$ cat src/rtl/qpsk_tx_pkg.sv
// qpsk_tx_pkg: state codes, PRBS9 constants and filter-facing
// defaults shared by the QPSK tx controller and the tx filters.
package qpsk_tx_pkg;

  typedef enum logic [1:0] {
    ST_IDLE     = 2'd0,
    ST_PREAMBLE = 2'd1,
    ST_RUN      = 2'd2,
    ST_FLUSH    = 2'd3
  } tx_state_e;

  // Samples per symbol and filter span, shared with the rrc filters.
  localparam int OS_DEF     = 4;
  localparam int NBAUDS_DEF = 6;

  // x^9 + x^5 + 1: feedback from register bits 8 and 4.
  localparam logic [8:0] PRBS9_TAPS   = 9'h110;
  localparam logic [8:0] PRBS9_SEED_I = 9'h1AA;
  localparam logic [8:0] PRBS9_SEED_Q = 9'h1FE;

  function automatic int imax(input int a, input int b);
    return (a > b) ? a : b;
  endfunction

endpackage

$ cat src/rtl/prbs9_gen.sv
// prbs9_gen: 9-bit Fibonacci LFSR (x^9+x^5+1) with reseed.
// Ports: clk, rst (async, low), i_load (reseed), i_adv (step),
//        o_bit (current output bit, register MSB).
module prbs9_gen
  import qpsk_tx_pkg::*;
#(
  parameter logic [8:0] SEED = PRBS9_SEED_I
) (
  input  logic clk,
  input  logic rst,
  input  logic i_load,
  input  logic i_adv,
  output logic o_bit
);

  logic [8:0] r_lfsr;
  logic       w_fb;

  assign w_fb  = ^(r_lfsr & PRBS9_TAPS);
  assign o_bit = r_lfsr[8];

  always_ff @(posedge clk or negedge rst) begin
    if (!rst) begin
      r_lfsr <= SEED;
    end else if (i_load) begin
      r_lfsr <= SEED;
    end else if (i_adv) begin
      r_lfsr <= {r_lfsr[7:0], w_fb};
    end
  end

endmodule

$ cat src/rtl/qpsk_tx_ctrl.sv
// qpsk_tx_ctrl: symbol-rate sequencer for the QPSK I/Q tx filters.
// Frames bursts as preamble / data / flush tail, drives the sample
// phase and symbol strobe, and counts upstream underflows.
// Ports: clk, rst (async, low); i_enable burst request;
//   i_sym_data/i_sym_valid/o_sym_ready upstream symbols;
//   o_tx_i/o_tx_q rail bits; o_sym_stb, o_phase filter timing;
//   o_state, o_busy, o_underflow_cnt status.
// Option: define QPSK_TX_PRBS_EN to add i_prbs_mode, which
//   replaces RUN data with two PRBS9 streams.
module qpsk_tx_ctrl
  import qpsk_tx_pkg::*;
#(
  parameter int OS           = OS_DEF,
  parameter int NBAUDS       = NBAUDS_DEF,
  parameter int PREAMBLE_LEN = 16,
  parameter int UFL_W        = 16,
  localparam int PH_W        = (OS > 1) ? $clog2(OS) : 1
) (
  input  logic             clk,
  input  logic             rst,
  input  logic             i_enable,
  input  logic [1:0]       i_sym_data,
  input  logic             i_sym_valid,
`ifdef QPSK_TX_PRBS_EN
  input  logic             i_prbs_mode,
`endif
  output logic             o_sym_ready,
  output logic             o_tx_i,
  output logic             o_tx_q,
  output logic             o_sym_stb,
  output logic [PH_W-1:0]  o_phase,
  output logic [1:0]       o_state,
  output logic             o_busy,
  output logic [UFL_W-1:0] o_underflow_cnt
);

  localparam int CNT_W =
    $clog2(imax(PREAMBLE_LEN, NBAUDS) + 1);

  localparam logic [PH_W-1:0]  PH_LAST  = PH_W'(OS - 1);
  localparam logic [CNT_W-1:0] PRE_LAST = CNT_W'(PREAMBLE_LEN - 1);
  localparam logic [CNT_W-1:0] FL_LAST  = CNT_W'(NBAUDS - 1);

  tx_state_e        r_state, w_state_nxt;
  logic [PH_W-1:0]  r_phase, w_phase_nxt;
  logic [CNT_W-1:0] r_cnt, w_cnt_nxt;
  logic [UFL_W-1:0] r_ufl, w_ufl_nxt;
  logic             r_tx_i, w_tx_i_nxt;
  logic             r_tx_q, w_tx_q_nxt;
  logic             r_tog, w_tog_nxt;

  logic w_busy;
  logic w_stb;
  logic w_prbs_mode;
  logic w_prbs_i;
  logic w_prbs_q;

  assign w_busy = (r_state != ST_IDLE);
  assign w_stb  = w_busy && (r_phase == PH_LAST);

`ifdef QPSK_TX_PRBS_EN
  logic w_prbs_load;
  logic w_prbs_adv;

  assign w_prbs_mode = i_prbs_mode;
  assign w_prbs_load = (r_state != ST_RUN) &&
                       (w_state_nxt == ST_RUN);
  assign w_prbs_adv  = (r_state == ST_RUN) && w_stb;

  prbs9_gen #(
    .SEED(PRBS9_SEED_I)
  ) u_prbs_i (
    .clk   (clk),
    .rst   (rst),
    .i_load(w_prbs_load),
    .i_adv (w_prbs_adv),
    .o_bit (w_prbs_i)
  );

  prbs9_gen #(
    .SEED(PRBS9_SEED_Q)
  ) u_prbs_q (
    .clk   (clk),
    .rst   (rst),
    .i_load(w_prbs_load),
    .i_adv (w_prbs_adv),
    .o_bit (w_prbs_q)
  );
`else
  assign w_prbs_mode = 1'b0;
  assign w_prbs_i    = 1'b0;
  assign w_prbs_q    = 1'b0;
`endif

  always_ff @(posedge clk or negedge rst) begin
    if (!rst) begin
      r_state <= ST_IDLE;
      r_phase <= '0;
      r_cnt   <= '0;
      r_ufl   <= '0;
      r_tx_i  <= 1'b0;
      r_tx_q  <= 1'b0;
      r_tog   <= 1'b1;
    end else begin
      r_state <= w_state_nxt;
      r_phase <= w_phase_nxt;
      r_cnt   <= w_cnt_nxt;
      r_ufl   <= w_ufl_nxt;
      r_tx_i  <= w_tx_i_nxt;
      r_tx_q  <= w_tx_q_nxt;
      r_tog   <= w_tog_nxt;
    end
  end

  always_comb begin
    w_state_nxt = r_state;
    w_phase_nxt = w_busy ? r_phase + PH_W'(1) : '0;
    w_cnt_nxt   = r_cnt;
    w_ufl_nxt   = r_ufl;
    w_tx_i_nxt  = r_tx_i;
    w_tx_q_nxt  = r_tx_q;
    w_tog_nxt   = r_tog;

    unique case (r_state)
      ST_IDLE: begin
        if (i_enable) begin
          w_state_nxt = ST_PREAMBLE;
          w_cnt_nxt   = '0;
        end
      end

      ST_PREAMBLE: begin
        if (w_stb) begin
          w_tx_i_nxt = r_tog;
          w_tx_q_nxt = r_tog;
          w_tog_nxt  = ~r_tog;
          if (!i_enable) begin
            w_state_nxt = ST_FLUSH;
            w_cnt_nxt   = '0;
          end else if (r_cnt == PRE_LAST) begin
            w_state_nxt = ST_RUN;
            w_cnt_nxt   = '0;
          end else begin
            w_cnt_nxt = r_cnt + CNT_W'(1);
          end
        end
      end

      ST_RUN: begin
        if (w_stb) begin
          if (!i_enable) begin
            w_tx_i_nxt  = r_tog;
            w_tx_q_nxt  = r_tog;
            w_tog_nxt   = ~r_tog;
            w_state_nxt = ST_FLUSH;
            w_cnt_nxt   = '0;
          end else if (w_prbs_mode) begin
            w_tx_i_nxt = w_prbs_i;
            w_tx_q_nxt = w_prbs_q;
          end else if (i_sym_valid) begin
            w_tx_i_nxt = i_sym_data[1];
            w_tx_q_nxt = i_sym_data[0];
          end else begin
            // Underflow: keep the line busy with idle symbols.
            w_tx_i_nxt = r_tog;
            w_tx_q_nxt = r_tog;
            w_tog_nxt  = ~r_tog;
            if (r_ufl != '1) begin
              w_ufl_nxt = r_ufl + UFL_W'(1);
            end
          end
        end
      end

      ST_FLUSH: begin
        if (w_stb) begin
          w_tx_i_nxt = r_tog;
          w_tx_q_nxt = r_tog;
          w_tog_nxt  = ~r_tog;
          if (r_cnt == FL_LAST) begin
            w_state_nxt = ST_IDLE;
            w_cnt_nxt   = '0;
          end else begin
            w_cnt_nxt = r_cnt + CNT_W'(1);
          end
        end
      end

      default: begin
        w_state_nxt = ST_IDLE;
      end
    endcase
  end

  assign o_sym_ready = (r_state == ST_RUN) && w_stb &&
                       i_enable && !w_prbs_mode;
  assign o_tx_i          = r_tx_i;
  assign o_tx_q          = r_tx_q;
  assign o_sym_stb       = w_stb;
  assign o_phase         = r_phase;
  assign o_state         = r_state;
  assign o_busy          = w_busy;
  assign o_underflow_cnt = r_ufl;

endmodule

$ cat config.mk
export PLATFORM = sky130hd
export DESIGN_NAME = qpsk_tx_ctrl
export DESIGN_NICKNAME = d
export VERILOG_FILES = /design/src/rtl/qpsk_tx_pkg.sv /design/src/rtl/prbs9_gen.sv /design/src/rtl/qpsk_tx_ctrl.sv
export SDC_FILE = /design/constraint.sdc
export NUM_CORES = 1
export LEC_CHECK = 0
export CAP_MARGIN = 25
export CELL_PAD_IN_SITES_DETAIL_PLACEMENT = 1
export CELL_PAD_IN_SITES_GLOBAL_PLACEMENT = 2
export CORE_MARGIN = 2
export CORE_UTILIZATION = 32
export CTS_BUF_LIST = sky130_fd_sc_hd__clkbuf_16
export DETAILED_ROUTE_END_ITERATION = 7
export GPL_ROUTABILITY_DRIVEN = 0
export GPL_TIMING_DRIVEN = 0
export PLACE_DENSITY = 0.8
export SYNTH_ARGS = -nofsm -noshare
export SYNTH_HDL_FRONTEND = slang
export SYNTH_HIERARCHICAL = 1
export SYNTH_SLANG_ARGS = --single-unit
$ cat constraint.sdc
create_clock -name clk -period 2.48 [get_ports clk]
set_input_delay 0.744 -clock clk [delete_from_list [all_inputs] [get_ports clk]]
set_output_delay 0.744 -clock clk [all_outputs]
set_load 0.01 [all_outputs]
After elaboration in Yosys (flattened, before gate mapping)
Index checks and enable logic that the tools add are counted.

storage, ports and cells
  bits in registers = 28
  bits in latches = 0
  memory bits (writable) = 0
  bits in read-only memories = 0
  output and inout bits = 25
  word-level logic and storage cells = 73
  memories = 0

cells by class
  add/sub/neg operators = 3
  multipliers = 0
  div/mod/pow operators = 0
  $lt $le $gt $ge = 0
  eq/ne operators = 16
  shift operators = 0
  muxes and demuxes = 33
  bitwise operators = 2
  reduce and logical (&&, ||, !) cells = 12

operators by type and width
  operator               number
  $mux 5                 8
  $pmux 5 s4             1
  $mux 2                 9
  $add 16x1->16 const B  1
  $ne 16x16->1 const B   1
  $ne 2x2->1 const B     6
  $mux 1                 11
  $reduce_and 5->1       2
  $pmux 2 s4             1
  $reduce_and 7->1       1
  $eq 2x2->1 const B     3
  $ne 3x3->1 const B     2
  $pmux 1 s2             3
  $add 5x1->5 const B    1
  $eq 5x3->1 const B     1
  $eq 5x4->1 const B     1
  $reduce_and 4->1       1
  $reduce_bool 2->1      2
  $logic_and 1x1->1      3
  $reduce_and 3->1       1
  $add 2x1->2 const B    1
  $eq 2x1->1 const B     1
  $logic_not 2->1        1
  $ne 2x1->1 const B     1
  2 further kinds        3

Depth between registers and ports, before layout
Gate-level depths: netlist of run 1.

  word-level depth = 5
  depth in mapped cells = 8
  gate-level depth less buffers = 7

Worst setup path before layout of run 1
Ideal clock, no wire load.

  path type = register to register
  start point = reg r_state[0] (netlist: o_state[0])
  end point = reg r_ufl[10] (netlist: o_underflow_cnt[10])
  setup time = 0.128 ns
  data arrival time = 1.942 ns
  required time = 2.352 ns
  slack = 0.411 ns
  stages on the path, launching flop included = 8
  period minus slack after synthesis = 2.069 ns
  cell sequence = dfrtp_1 -> inv_1 -> ha_1 -> and4b_1 -> buf_4 -> nor3b_4 -> nand4_1 -> mux2_1

between the ends
  longest elaborated chain between the ends = 3

RTL lines
  what                            RTL line             source
  start: declaration              qpsk_tx_ctrl.sv:44   tx_state_e r_state, w_state_nxt;
  start signal: assignment        qpsk_tx_ctrl.sv:105  r_state <= w_state_nxt;
  $reduce_bool 2->1               qpsk_tx_ctrl.sv:58   assign w_busy = (r_state != ST_IDLE);
  $logic_and 1x1->1               qpsk_tx_ctrl.sv:59   assign w_stb = w_busy && (r_phase == PH_LAST);
  $reduce_and 5->1 (no line) (*)  --
  end signal: assignment          qpsk_tx_ctrl.sv:108  r_ufl <= w_ufl_nxt;
  end: declaration                qpsk_tx_ctrl.sv:47   logic [UFL_W-1:0] r_ufl, w_ufl_nxt;

Mark *: on every way between the ends. The rest lies on a longest branch, timed or not.
A chain may end at the register's enable or synchronous reset.

Final worst setup path of run 1
  start point = reg r_state[1] (netlist: o_state[1])
  end point = out o_sym_ready

between the ends
  longest elaborated chain between the ends = 4

RTL lines
  what                                 RTL line             source
  $reduce_bool 2->1                    qpsk_tx_ctrl.sv:58
  $logic_and 1x1->1                    qpsk_tx_ctrl.sv:59
  $logic_and 1x1->1 (*) (2 in series)  qpsk_tx_ctrl.sv:195  assign o_sym_ready = (r_state == ST_RUN) && w_stb &&
  end: declaration                     qpsk_tx_ctrl.sv:27   output logic o_sym_ready,

Marked as above.

==> results.cfg, run 1 <==
[run_status]
status = finished clean

[synth]
synth.mux.area_fraction = 0.06107
ys_seq_area_frac = 0.4282
synthAdderAreaFrac = 0.08397
synth_xor_xnor_area_share = 0.03206
synth-seq-cells = 28
synth.distinct_cells = 43
ys.warnings.count = 6
synth_simple_gate_area_frac = 0.2275
postSynthCellCount = 165
synth_compound_area_frac = 0.1229
synth_top_area_cell = dfrtp_1
synth_top_area_frac = 0.4122
synth.area.top_cells = dfrtp_1 41%, ha_1 8.4%, mux2_2 4.1%
synth_nets = 182
syn_area_um2 = 1639
syn_avg_cell_area_um2 = 9.934
synth_top_family_by_area = simple AND/OR/NAND/NOR gates

[power_and_ir_drop]
sequentialPowerShare = 0.333
power_frac_clock = 0.201
p_int_mw = 1.166
ir_worst_vdd_v = 0.0007255
swShare = 0.3600
switchingPower_mw = 0.6556
pwr_density_cell_nw_per_um2 = 848.8
p_leak_nw = 0.9235
comb_power_share = 0.466
finalPower_mw = 1.821

[global_route]
antenna_found_initial = 0
grt_pass1_vias = 1513
grt.overflow.total = 0
grt_pass1_wl_mm = 7.155
globalRouteTotalUtil = 0.1619
grt_max_degree = 19

[worst_setup_path]
critPathKind = register to output pin
worstPathRequired_ps = 1740
end_kind = output pin
critPathLaunchType = register
endpoint = o_sym_ready
crit_arrival_ps = 1620
worstRegToRegCells = 6
reg2reg_from = o_state[0]
crit_start = o_state[1]
critPathMaxFanout = 6
timing.rr.end = o_state[1]
r2r_slack_ps = 290

[cells_and_area]
nets = 218
layout_common_cells = 26 x clkdlybuf4s50_1, 25 x dfrtp_1, 16 x nand2_1
drive_gt1_frac = 0.1200
final_area_um2 = 2146
antenna_cells = 0
multiInputGateArea_um2 = 889.6
final_common_cell = clkdlybuf4s50_1
seqCellArea_um2 = 704.4
area_growth_pct = 30.92
fillerInstances = 596

[route]
first_iter_violations = 61
drtPass1Iterations = 4
ant_nets = 0
num_vias = 1370
drc = 0
drt_wl_total_mm = 4.038
routed_via_density = 5.074
wl_per_cell_um = 14.96

[floorplanning]
die_width_um = 75.57
fp.dieH_um = 75.57
num_rows = 26
start_util = 0.3272
io_pins = 31
dieArea_um2 = 5711
coreArea_um2 = 5010

[clock_network]
numCtsBuffers = 3
root_buffer = clkbuf_16
hold_buffers = 0
cts_tree = yes
cts.sinks = 28
clock_latency_ps = 260
h-tree-depth = 1
clkTransAtPathRegs_ps = 70
cts_buffer_depth = 2

[timing]
max-slew-margin-rel = 0.4008
fmax_mhz = 422.7
finalMaxSlewViolations = 0
rsz0062_at_grt = false
finalSetupTns_ps = 0
setup_viol_count_final = 0
fin_crit_ps = 2366
skew_ps = 2.497
worstMarginPinSlew_ps = 896.1
hold_viol_final = 0
setup_ws_ps = 114.3
whs_ps = 472.0
timing.final.crit_share = 0.9539

[flow_run]
cap_violations = 0

[hold_path]
worstHoldPathType = register to register

[placement]
pre_cts_ws_ps = -67.14
hpwl_mm = 3.165
place_area_um2 = 2022
portBuffers = 28
sequential cells by signal, indices dropped and copies added, names as in the netlist:
| signal | count |
|---|---|
| r_cnt | 5 |
| o_underflow_cnt | 16 |
| o_phase | 2 |
| o_tx_q | 1 |
| o_tx_i | 1 |
| r_tog | 1 |
| o_state | 2 |
per-layer routing:
| layer | track usage | wire length, um |
|---|---|---|
| met5 | 0 | 0 |
| met2 | 0.3140 | 2209 |
| met1 | 0.1902 | 1672 |
| met4 | 0.03119 | 40 |
| met3 | 0.01984 | 115 |
power by group through the flow:
stage	combinational (mW)	sequential (mW)	clock, mW
after floorplan	0.452	0.642	0
after global placement	0.729	0.619	0
after detailed placement	0.772	0.630	0
after CTS	0.861	0.606	0.380
after global routing	0.950	0.619	0.405
final	0.848	0.606	0.367
worst min path at each step:
stage            endpoint  slack [ps]  cells after the start  startpoint
5_1_grt        o_phase[0]         500                      1  o_phase[0]
6_report       o_phase[0]         470                      1  o_phase[0]
2_1_floorplan  o_phase[0]         450                      0         rst
3_5_place_dp   o_phase[0]         460                      1  o_phase[0]
4_1_cts        o_phase[0]         470                      1  o_phase[0]
3_3_place_gp   o_phase[0]         440                      1  o_phase[0]
critical path: stages, from the launching register on:
cell	delay, ps
dfrtp_2	410
buf_4	160
ha_4	180
and4b_1	190
buf_4	150
dlygate4sd2_1	280
through the flow:
| stage | instances | utilization |
|---|---|---|
| 2_1_floorplan | 165 | - |
| 3_3_place_gp | 263 | 0.4006 |
| 3_5_place_dp | 264 | 0.4036 |
| 4_1_cts | 270 | 0.4283 |
| 5_1_grt | 270 | 0.4283 |
| 6_report | 270 | 0.4283 |
timing repair:
| action | in CTS | in global routing |
|---|---|---|
| buffers inserted | 2 | 0 |
| gates resized for setup | 11 | 0 |
| endpoints found under the setup margin | 3 | 0 |
layout make-up:
cell class | instances | share of cell area
plain buffers | 6 | 0.01924
clock buffers | 3 | 0.03499
clock inverters | 1 | 0.001749
inverters | 9 | 0.01691
multi-input cells | 122 | 0.4146
flip-flops and latches | 28 | 0.3283
well taps | 70 | 0.04082
repair buffers | 31 | 0.1434
kinds of logic (layout without fill, tap and decap cells):
group | count (synthesis) | count (layout)
simple gates | 67 | 67
compound gates | 29 | 29
flops | 28 | 28
buf+inv | 15 | 50
fa+ha+maj | 11 | 11
mux | 9 | 9
xor+xnor | 6 | 6
synthesized netlist by cell type (all sizes together):
master    n
inv       9
and3      1
nor4      2
nand4b    1
nor3b     2
o22ai     2
a2bb2oi   1
xnor2     3
a31oi     5
or3       1
mux2i     1
o21ai     8
nor3      4
and4b     3
o31a      1
and4      1
o211ai    1
nor2b     3
nand3b    1
o2bb2ai   1
a221oi    1
nor2     11
mux2      8
ha       11
nor4bb    1
clkbuf    3
xor2      3
buf       3
a211oi    1
nand2b    2
nand3    11
dfrtp    27
nand4bb   1
a21boi    1
nand2    16
a41oi     2
nand4     6
a21oi     5
dfstp     1
Note: power is estimated with default switching activity, not from simulation.
==> inputs of run 2 (changes only) <==
--- a/config.mk
+++ b/config.mk
@@ -8,7 +8,7 @@
 export CAP_MARGIN = 25
 export CELL_PAD_IN_SITES_DETAIL_PLACEMENT = 1
 export CELL_PAD_IN_SITES_GLOBAL_PLACEMENT = 2
-export CORE_MARGIN = 2
+export CORE_MARGIN = 3
 export CORE_UTILIZATION = 32
 export CTS_BUF_LIST = sky130_fd_sc_hd__clkbuf_16
 export DETAILED_ROUTE_END_ITERATION = 7
==> results.cfg, run 2 (synthesis results as in run 1) <==
[run_status]
status = finished clean

[power_and_ir_drop]
finalPower_mw = 1.841
ir_worst_vdd_v = 0.0006207
pwr_density_cell_nw_per_um2 = 854.7
p_leak_nw = 0.9288

[clock_network]
cts.sinks = 28
numCtsBuffers = 3
cts_buffer_depth = 2
h-tree-depth = 1
clkTransAtPathRegs_ps = 70
cts_tree = yes
hold_buffers = 0
root_buffer = clkbuf_16
clock_latency_ps = 270

[worst_setup_path]
crit_cells = 5
reg2reg_from = o_state[0]
critPathKind = register to output pin
endpoint = o_sym_ready
worstRegToRegCells = 6
critPathLaunchType = register
worstPathRequired_ps = 1740
cp_common_cell = buf_4
end_kind = output pin
critPathMaxFanout = 6
timing.rr.end = o_state[1]
cp_slowest_cell = dfrtp_2
critical_path.top_delay_family = buffers and inverters
crit_start = o_state[1]
r2r_slack_ps = 280
slowest_delay_ps = 400
crit_arrival_ps = 1630
cp.buffers_inverters = 3
crit_chain = buf_4, ha_4, and4b_1, buf_4, dlygate4sd2_1

[global_route]
grt.overflow.total = 0
grt.busiest_layer = met2
globalRouteMet1Util = 0.1797
antenna_found_initial = 0
grt_max_degree = 16
grt_pass1_wl_mm = 6.989
gr-usage-met2 = 0.2504
globalRouteTotalUtil = 0.1442
met3_usage = 0.02900
grt_pass1_vias = 1404

[cells_and_area]
final_common_cell = clkdlybuf4s50_1
layout_common_cells = 26 x clkdlybuf4s50_1, 25 x dfrtp_1, 16 x nand2_1
fin_cells = 267
fillerInstances = 549
area_growth_pct = 31.45
antenna_cells = 0
drive_gt1_frac = 0.1200
multiInputGateArea_um2 = 889.6
nets = 218
seqCellArea_um2 = 704.4
largest_register_ffs = 16

[placement]
pre_cts_ws_ps = -95.79
placed_cells = 261
hpwl_mm = 3.096
portBuffers = 28

[floorplanning]
dieArea_um2 = 6017
die_width_um = 77.57
io_pins = 31
coreArea_um2 = 4848
num_rows = 25
fp.dieH_um = 77.57
start_util = 0.3381

[hold_path]
worstHoldPathType = register to register

[route]
ant_nets = 0
drc = 0
wl_per_cell_um = 15.10
routed_via_density = 5.094
drt_wl_total_mm = 4.032
first_iter_violations = 60
drtPass1Iterations = 4
num_vias = 1360

[timing]
finalSetupTns_ps = 0
timing.final.crit_share = 0.9559
fin_crit_ps = 2371
fmax_mhz = 421.8
max-slew-margin-rel = 0.4798
skew_ps = 3.012
worstMarginPinSlew_ps = 777.8
rsz0062_at_grt = false
hold_viol_final = 0
finalMaxSlewViolations = 0
setup_ws_ps = 109.4
setup_viol_count_final = 0

[flow_run]
cap_violations = 0
[run 2: worst min path at each step]
stage	start	end	slack, ps	cells past startpoint
finish	o_phase[0]	o_phase[0]	450	1
global route	o_phase[0]	o_phase[0]	490	1
CTS	o_phase[0]	o_phase[0]	460	1
detailed placement	o_phase[0]	o_phase[0]	450	1
global placement	o_phase[0]	o_phase[0]	450	1
floorplan	rst	o_phase[0]	450	0
[run 2: what timing repair did]
item	4_1_cts	5_1_grt
buffers inserted	2	0
endpoints found under the setup margin	3	0
gates resized for setup	11	0
[run 2: cell type report]
class,count,area share
Multi-Input combinational cell,122,0.4129
Clock inverter,1,0.001742
Timing Repair Buffer,31,0.1487
Tap cell,67,0.03891
Buffer,6,0.01916
Sequential cell,28,0.3269
Inverter,9,0.01684
Clock buffer,3,0.03484
[run 2: power breakdown]
part,leakage (nW),internal (mW),switching [mW]
clock network,0.0385,0.217,0.166
logic,0.523,0.411,0.446
registers,0.368,0.545,0.0575
[run 2: per-layer routing]
layer	share of wire	up-vias
li1	-	666
met3	0.042	5
met1	0.45	662
met2	0.50	27
met5	0	-
met4	0.011	0
[run 2: metrics by stage]
stage / area (um^2) / util / hold WS, ps
5_1_grt: 2155 / 0.4444 / 488.7
3_5_place_dp: 2031 / 0.4188 / 445.5
6_report: 2155 / 0.4444 / 454.1
4_1_cts: 2155 / 0.4444 / 456.9
2_1_floorplan: 1639 / - / 448.4
3_3_place_gp: 2003 / 0.4132 / 447.1
